**src/rtl/fp_cvt_wb_queue.sv**
```systemverilog
// Write-back queue between the int-to-double converter and the FP register-file write port.
// Optional statistics outputs (retired_cnt, max_occ) are enabled by defining FP_CVT_WB_STATS_EN.
module fp_cvt_wb_queue #(
  parameter int unsigned DEPTH  = 4,
  parameter int unsigned CNT_W  = $clog2(DEPTH) + 1,
  parameter int unsigned DATA_W = 64
) (
  input  logic              clk,
  input  logic              rst,
  input  logic              in_valid,
  output logic              in_ready,
  input  logic [DATA_W-1:0] in_data,
  input  logic [4:0]        in_rd,
  input  logic [4:0]        in_fflags,
  input  logic              flush,
  output logic              wb_valid,
  input  logic              wb_ready,
  output logic [DATA_W-1:0] wb_data,
  output logic [4:0]        wb_rd,
  output logic [4:0]        wb_fflags,
  output logic [CNT_W-1:0]  count,
`ifdef FP_CVT_WB_STATS_EN
  output logic [31:0]       retired_cnt,
  output logic [CNT_W-1:0]  max_occ,
`endif
  output logic              empty,
  output logic              full
);

  localparam int unsigned PTR_W = $clog2(DEPTH);

  logic [DATA_W-1:0] data_mem   [DEPTH];
  logic [4:0]        rd_mem     [DEPTH];
  logic [4:0]        fflags_mem [DEPTH];

  logic [PTR_W-1:0] wr_ptr_q, wr_ptr_d;
  logic [PTR_W-1:0] rd_ptr_q, rd_ptr_d;
  logic [CNT_W-1:0] count_q, count_d;
  logic             push, pop;
  logic [DATA_W-1:0] store_data;

  assign empty    = (count_q == '0);
  assign full     = (count_q == CNT_W'(DEPTH));
  assign in_ready = !full;
  assign wb_valid = !empty;
  assign count    = count_q;

  assign push = in_valid && !full;
  assign pop  = !empty && wb_ready;

  // Magnitude of zero is stored as +0 regardless of the sign bit.
  assign store_data = (in_data[DATA_W-2:0] == '0) ? '0 : in_data;

  always_comb begin
    wr_ptr_d = wr_ptr_q;
    rd_ptr_d = rd_ptr_q;
    count_d  = count_q;
    if (flush) begin
      wr_ptr_d = '0;
      rd_ptr_d = '0;
      count_d  = '0;
    end else begin
      if (push) wr_ptr_d = wr_ptr_q + 1'b1;
      if (pop)  rd_ptr_d = rd_ptr_q + 1'b1;
      unique case ({push, pop})
        2'b10:   count_d = count_q + 1'b1;
        2'b01:   count_d = count_q - 1'b1;
        default: count_d = count_q;
      endcase
    end
  end

  always_ff @(posedge clk) begin
    if (rst) begin
      wr_ptr_q <= '0;
      rd_ptr_q <= '0;
      count_q  <= '0;
    end else begin
      wr_ptr_q <= wr_ptr_d;
      rd_ptr_q <= rd_ptr_d;
      count_q  <= count_d;
    end
  end

  // Storage is not reset; empty masking below keeps stale contents invisible.
  always_ff @(posedge clk) begin
    if (push && !flush && !rst) begin
      data_mem[wr_ptr_q]   <= store_data;
      rd_mem[wr_ptr_q]     <= in_rd;
      fflags_mem[wr_ptr_q] <= in_fflags;
    end
  end

  always_comb begin
    wb_data   = '0;
    wb_rd     = '0;
    wb_fflags = '0;
    if (!empty) begin
      wb_data   = data_mem[rd_ptr_q];
      wb_rd     = rd_mem[rd_ptr_q];
      wb_fflags = fflags_mem[rd_ptr_q];
    end
  end

`ifdef FP_CVT_WB_STATS_EN
  logic [31:0]      retired_q, retired_d;
  logic [CNT_W-1:0] max_occ_q, max_occ_d;

  always_comb begin
    retired_d = retired_q;
    max_occ_d = max_occ_q;
    if (pop && !flush) retired_d = retired_q + 32'd1;
    if (count_d > max_occ_q) max_occ_d = count_d;
  end

  // Statistics survive flush; only reset clears them.
  always_ff @(posedge clk) begin
    if (rst) begin
      retired_q <= '0;
      max_occ_q <= '0;
    end else begin
      retired_q <= retired_d;
      max_occ_q <= max_occ_d;
    end
  end

  assign retired_cnt = retired_q;
  assign max_occ     = max_occ_q;
`endif

endmodule
```
**config.mk**
```make
export PLATFORM = sky130hd
export DESIGN_NAME = fp_cvt_wb_queue
export DESIGN_NICKNAME = d
export VERILOG_FILES = /design/src/rtl/fp_cvt_wb_queue.sv
export SDC_FILE = /design/constraint.sdc
export NUM_CORES = 1
export LEC_CHECK = 0
export CAP_MARGIN = 10
export CORE_MARGIN = 2
export CORE_UTILIZATION = 50
export CTS_CLUSTER_SIZE = 14
export DETAILED_ROUTE_END_ITERATION = 16
export DONT_BUFFER_PORTS = 1
export GPL_TIMING_DRIVEN = 0
export PLACE_DENSITY_LB_ADDON = 0.05
export SLEW_MARGIN = 20
export SYNTH_ARGS = -nofsm -noshare
export SYNTH_HDL_FRONTEND = slang
export SYNTH_SLANG_ARGS = --single-unit
```
**constraint.sdc**
```tcl
create_clock -name clk -period 4.3 [get_ports clk]
set_clock_uncertainty 0.15 [all_clocks]
set_input_delay 0.86 -clock clk [delete_from_list [all_inputs] [get_ports clk]]
set_output_delay 0.86 -clock clk [all_outputs]
set_load 0.005 [all_outputs]
```
[Word-level counts from Yosys, hierarchy flattened]
Memory sizes are Yosys's and may differ from the RTL's. A register that Yosys moved wholly into a read port is not among the register bits.
Index checks and enable logic that the tools add are counted.
Cells by class
  equal/unequal tests: 3
  add/sub/neg operators: 4
  reductions and logical operators: 12
  multiplexer cells: 13
Operators with widths (count)
  $mux W64: 2
  $logic_not A63 Y1: 1
  $mux W2: 6
  $mux W5: 2
  $pmux W3 S2: 1
  $add A2 B1 Y2 const B: 2
  $logic_and A1 B1 Y1: 4
  $logic_not A1 Y1: 4
  $add A3 B1 Y3 const B: 1
  $eq A3 B3 Y1 const B: 1
  $logic_not A3 Y1: 1
  $sub A3 B1 Y3 const B: 1
  $eq A2 B1 Y1 const B: 1
  $eq A2 B2 Y1 const B: 1
  $mux W1: 2
  $reduce_bool A2 Y1: 1
  $reduce_or A2 Y1: 1
Storage, ports and cells
  memories kept: 3
  input bits: 79
  word-level logic and storage cells: 38
  output and inout port bits: 81
  register bits: 7
  RAM bits: 296
Memory list
  data_mem: words 4, width 64, read ports 1, clocked after Yosys merged registers in 1, write ports 1, RTL line 32  | logic [DATA_W-1:0] data_mem [DEPTH];
  fflags_mem: words 4, width 5, read ports 1, clocked after Yosys merged registers in 1, write ports 1, RTL line 34  | logic [4:0] fflags_mem [DEPTH];
  rd_mem: words 4, width 5, read ports 1, clocked after Yosys merged registers in 1, write ports 1, RTL line 33  | logic [4:0] rd_mem [DEPTH];

[Depth between registers and ports, before layout]
  depth after elaboration: 7
  mapped depth: 10

[Worst setup path after synthesis]
No wires, ideal clock.
  kind: input-to-reg
  from: input port in_valid
  to: memory data_mem[0][0], enable pin
  required time: 3709 ps
  setup time: 441 ps
  buffers on the path: 0
  cell stages on the path: 3
  arrival: 2882 ps
  slack: 828 ps
  cells stage by stage: inv_1 nor2_1 and3_1
Between the ends
  word-level cells in the longest chain between the ends: 5
RTL lines
  from (decl): RTL line 10  | input logic in_valid,
  $logic_and A1 B1 Y1: RTL line 48  | assign push = in_valid && !full;
  $logic_and A1 B1 Y1 (2 in a row): RTL line 87  | if (push && !flush && !rst) begin
  $mux W1: RTL line 87
  $mux W1 (implied by the code): RTL line 88  | data_mem[wr_ptr_q] <= store_data;
  to (decl): RTL line 32
No other way between the ends.

[Worst setup path in the final report]
  from: register count_q[0] (netlist: count[0])
  to: output port wb_data[32]
Between the ends
  word-level cells in the longest chain between the ends: 2
RTL lines
  from (decl): RTL line 38  | logic [CNT_W-1:0] count_q, count_d;
  from (signal assigned): RTL line 81  | count_q <= count_d;
  $logic_not A3 Y1: RTL line 42  | assign empty = (count_q == '0);
  $mux W64: RTL line 98  | if (!empty) begin
  to (decl): RTL line 18  | output logic [DATA_W-1:0] wb_data,
No other way between the ends.

==> summary.md <==
| Metric | Value |
|---|---|
| Clock Tree Buf Depth | `3` |
| Hpwl dp | `around 15000 um` |
| Critical Path Sink Type | `output port` |
| Final Max Slew Viols | `0` |
| Hold path startpoint | `in_fflags[3]` |
| Hold EP | `fflags_mem[2][3]` |
| Peak supply drop | `318 uV` |
| CP required | `~3300 ps` |
| Fill count | `~1800` |
| Peak Freq | `about 0.29 GHz` |
| Pin count of the biggest net entering global routing | `39` |
| Relative slew slack | `0.408` |
| Status | `finished, final reports clean` |
| FF+latch count, synth | `~310` |
| Post-CTS Repair Setup Buffers | `0` |
| RSZ-0062 raised after global routing | `false` |
| Register area share after synthesis | `0.754` |
| Reg2Reg Depth | `10` |
| Vias in the first global route | `a little over 6000` |
| CP Max Fanout | `10` |
| Unique masters post-synth | `26` |
| Port Buffers | `0` |
| Post-route ant nets | `0` |
| Worst R2R Start | `count[2]` |
| Mapped Nets | `694` |
| Fin. Hold Viols | `0` |
| Via density | `5.61` |
| DRC violations left | `0` |
| DR vias | `5568` |
| # clock sinks | `approximately 300` |
| Kind of critical path | `reg -> out` |
| Worst setup SP type | `flip-flop` |
| Layout area overhead | `13.1%` |
| Initial Utilization | `0.511` |
| Hold_buf cts | `0` |
| CP Launch Point | `count[0]` |
| Mapped Cells | `609` |
| Actual slew at the worst max-slew pin | `881 ps` |
| Final net count | `around 730` |
| Clock root cell | `clkbuf_16` |
| Initial DRC Count | `between 400 and 500` |
| Die Ht | `159 um` |
| All-Layer GR Usage | `0.186` |
| DR pass1 iterations | `4` |
| Crit Reg-Reg Endpoint | `count[2]` |
| Worst Hold Path Cells | `0` |
| Final Core Density | `0.578` |
| Fraction of layout cells with a size suffix above 1 | `0.214` |
| Final period utilization | `0.812` |
| FF-to-FF setup slack | `roughly 1600 ps` |
| Initial antenna violation count | `0` |
| Routed WL | `around 23000 um` |
| Clk slew on worst S/H paths | `approximately 60 ps` |
| Insertion delay to the later sink of the worst-skew pair | `490 ps` |
| Hold Crit Class | `in -> reg` |
| Cts bufs inserted | `34` |
| Setup TNS | `0 ps` |
| Leakage power | `~4.2 nW` |
| H-tree Lvls | `2` |
| # rows | `56` |
| Number of diodes | `0` |
| Final Total Pwr | `just over 6 mW` |
| Crit path time final | `3490 ps` |
| WL per Instance | `between 20 and 25 um` |
| Final setup vio count | `0` |
| Die width | `159 um` |
| Placed insts | `932` |
| Post-CTS Resized | `0` |
| Synth Area per Inst | `between 15 and 20 um^2` |
| GPL Wtd Cong | `between 0.6 and 0.7` |
| Maxcap violations | `0` |
| Grt ovf | `0` |
| Total core area | `23500 um^2` |
| Power Density | `roughly 460 nW/um^2` |
| CTS tree | `yes` |
| Final std cells w/o fill | `993` |
| Syn. warnings | `0` |
| I/O Pins | `160` |
| Netlist Area Pre-Place | `12000 um^2` |
| First-pass GRT wire length | `35600 um` |
| Die area | `about 25000 um^2` |
| Worst EP arrival | `about 2500 ps` |
registers in the layout (all words and copies together), names as in the netlist, named ones only:
signal,flops
rd_mem,20
count,3
rd_ptr_q,2
fflags_mem,20
wr_ptr_q,2
data_mem,256
cells by family after synthesis:
| group | Yosys count | share of synthesized area |
|---|---|---|
| simple gates | 112 | 0.0569 |
| flops | 305 | 0.754 |
| compound gates | 10 | 0.00520 |
| xor+xnor | 4 | 0.00291 |
| buf+inv | 98 | 0.0358 |
| fa+ha+maj | 6 | 0.00686 |
| mux | 74 | 0.139 |
how the worst max path moves through the flow:
| stage | to | slack, ps | cells after the start |
|---|---|---|---|
| 4_1_cts | wb_data[32] | 750 | 4 |
| 2_1_floorplan | data_mem[0][0] | 830 | 3 |
| 6_report | wb_data[32] | 810 | 4 |
| 3_5_place_dp | wb_data[32] | 1280 | 4 |
| 5_1_grt | wb_data[32] | 700 | 4 |
| 3_3_place_gp | data_mem[2][41] | -790 | 3 |
through the flow:
step / instance area, um^2 / setup slack (ps) / hold WS, ps
2_1_floorplan: 12000 / 828 / 334
3_3_place_gp: 12400 / -789 / 343
3_5_place_dp: 12600 / 1280 / 367
4_1_cts: 13600 / 753 / 291
5_1_grt: 13600 / 696 / 286
6_report: 13600 / 806 / 310
cells in the final DEF, fill, tap and decap left out, types with 6 or more instances in the layout:
master / n
edfxtp_1: 296
clkbuf_1: 80
mux4_2: 74
and2_1: 74
clkbuf_16: 35
nor4_1: 15
inv_1: 10
dfxtp_1: 9
clkinv_1: 9
buf_2: 8
nor2_1: 8
buf_6: 7
clkinv_2: 6
power breakdown:
group / leakage, nW / switching [mW] / internal [mW]
combinational: 0.960 / 0.129 / 0.0892
clock: 0.510 / 1.07 / 1.61
sequential: 2.75 / 0.00881 / 3.29
total: 4.22 / 1.21 / 4.99
cell type report:
class / instances / area, um^2 / area share
tap: 319 / 399 / 0.0293
buffer: 88 / 393 / 0.0289
multi-input combinational: 206 / 2550 / 0.188
clock inverter: 19 / 140 / 0.0103
sequential: 305 / 9070 / 0.667
inverter: 10 / 37.5 / 0.00276
clock buffer: 42 / 902 / 0.0663
timing repair buffer: 4 / 110 / 0.00809
critical path, cell delays in order (launching register included):
cell and delay, ps:
dfxtp_1 480, or3_4 230, clkbuf_1 530, clkbuf_1 480, and2_1 260
synth_stat cells:
master	instances	area (um^2)
o21ai_0	3	15.0
buf_6	7	78.8
buf_2	8	40.0
nor2_1	8	30.0
clkbuf_1	73	274
or3b_1	1	8.76
and2_1	74	463
nor3_1	1	5.00
or2_2	1	6.26
mux4_2	74	1670
ha_1	5	62.6
inv_1	10	37.5
nor4_1	15	93.8
fa_1	1	20.0
nand4_1	4	25.0
xor2_1	4	35.0
o311ai_0	1	8.76
and3_1	4	25.0
edfxtp_1	296	8890
a21oi_1	4	20.0
or3_1	1	6.26
nand3_1	2	10.0
o31ai_1	1	7.51
dfxtp_1	9	180
o41a_1	1	11.3
or3_4	1	11.3
metal layers:
layer,GRT usage,up-vias,wire (um)
met2,0.314,156,11700
met5,0,-,0
met1,0.241,2934,9560
li1,-,2441,-
met3,0.0458,37,1290
met4,0.0541,0,531
Note: power is estimated with default switching activity, not from simulation.
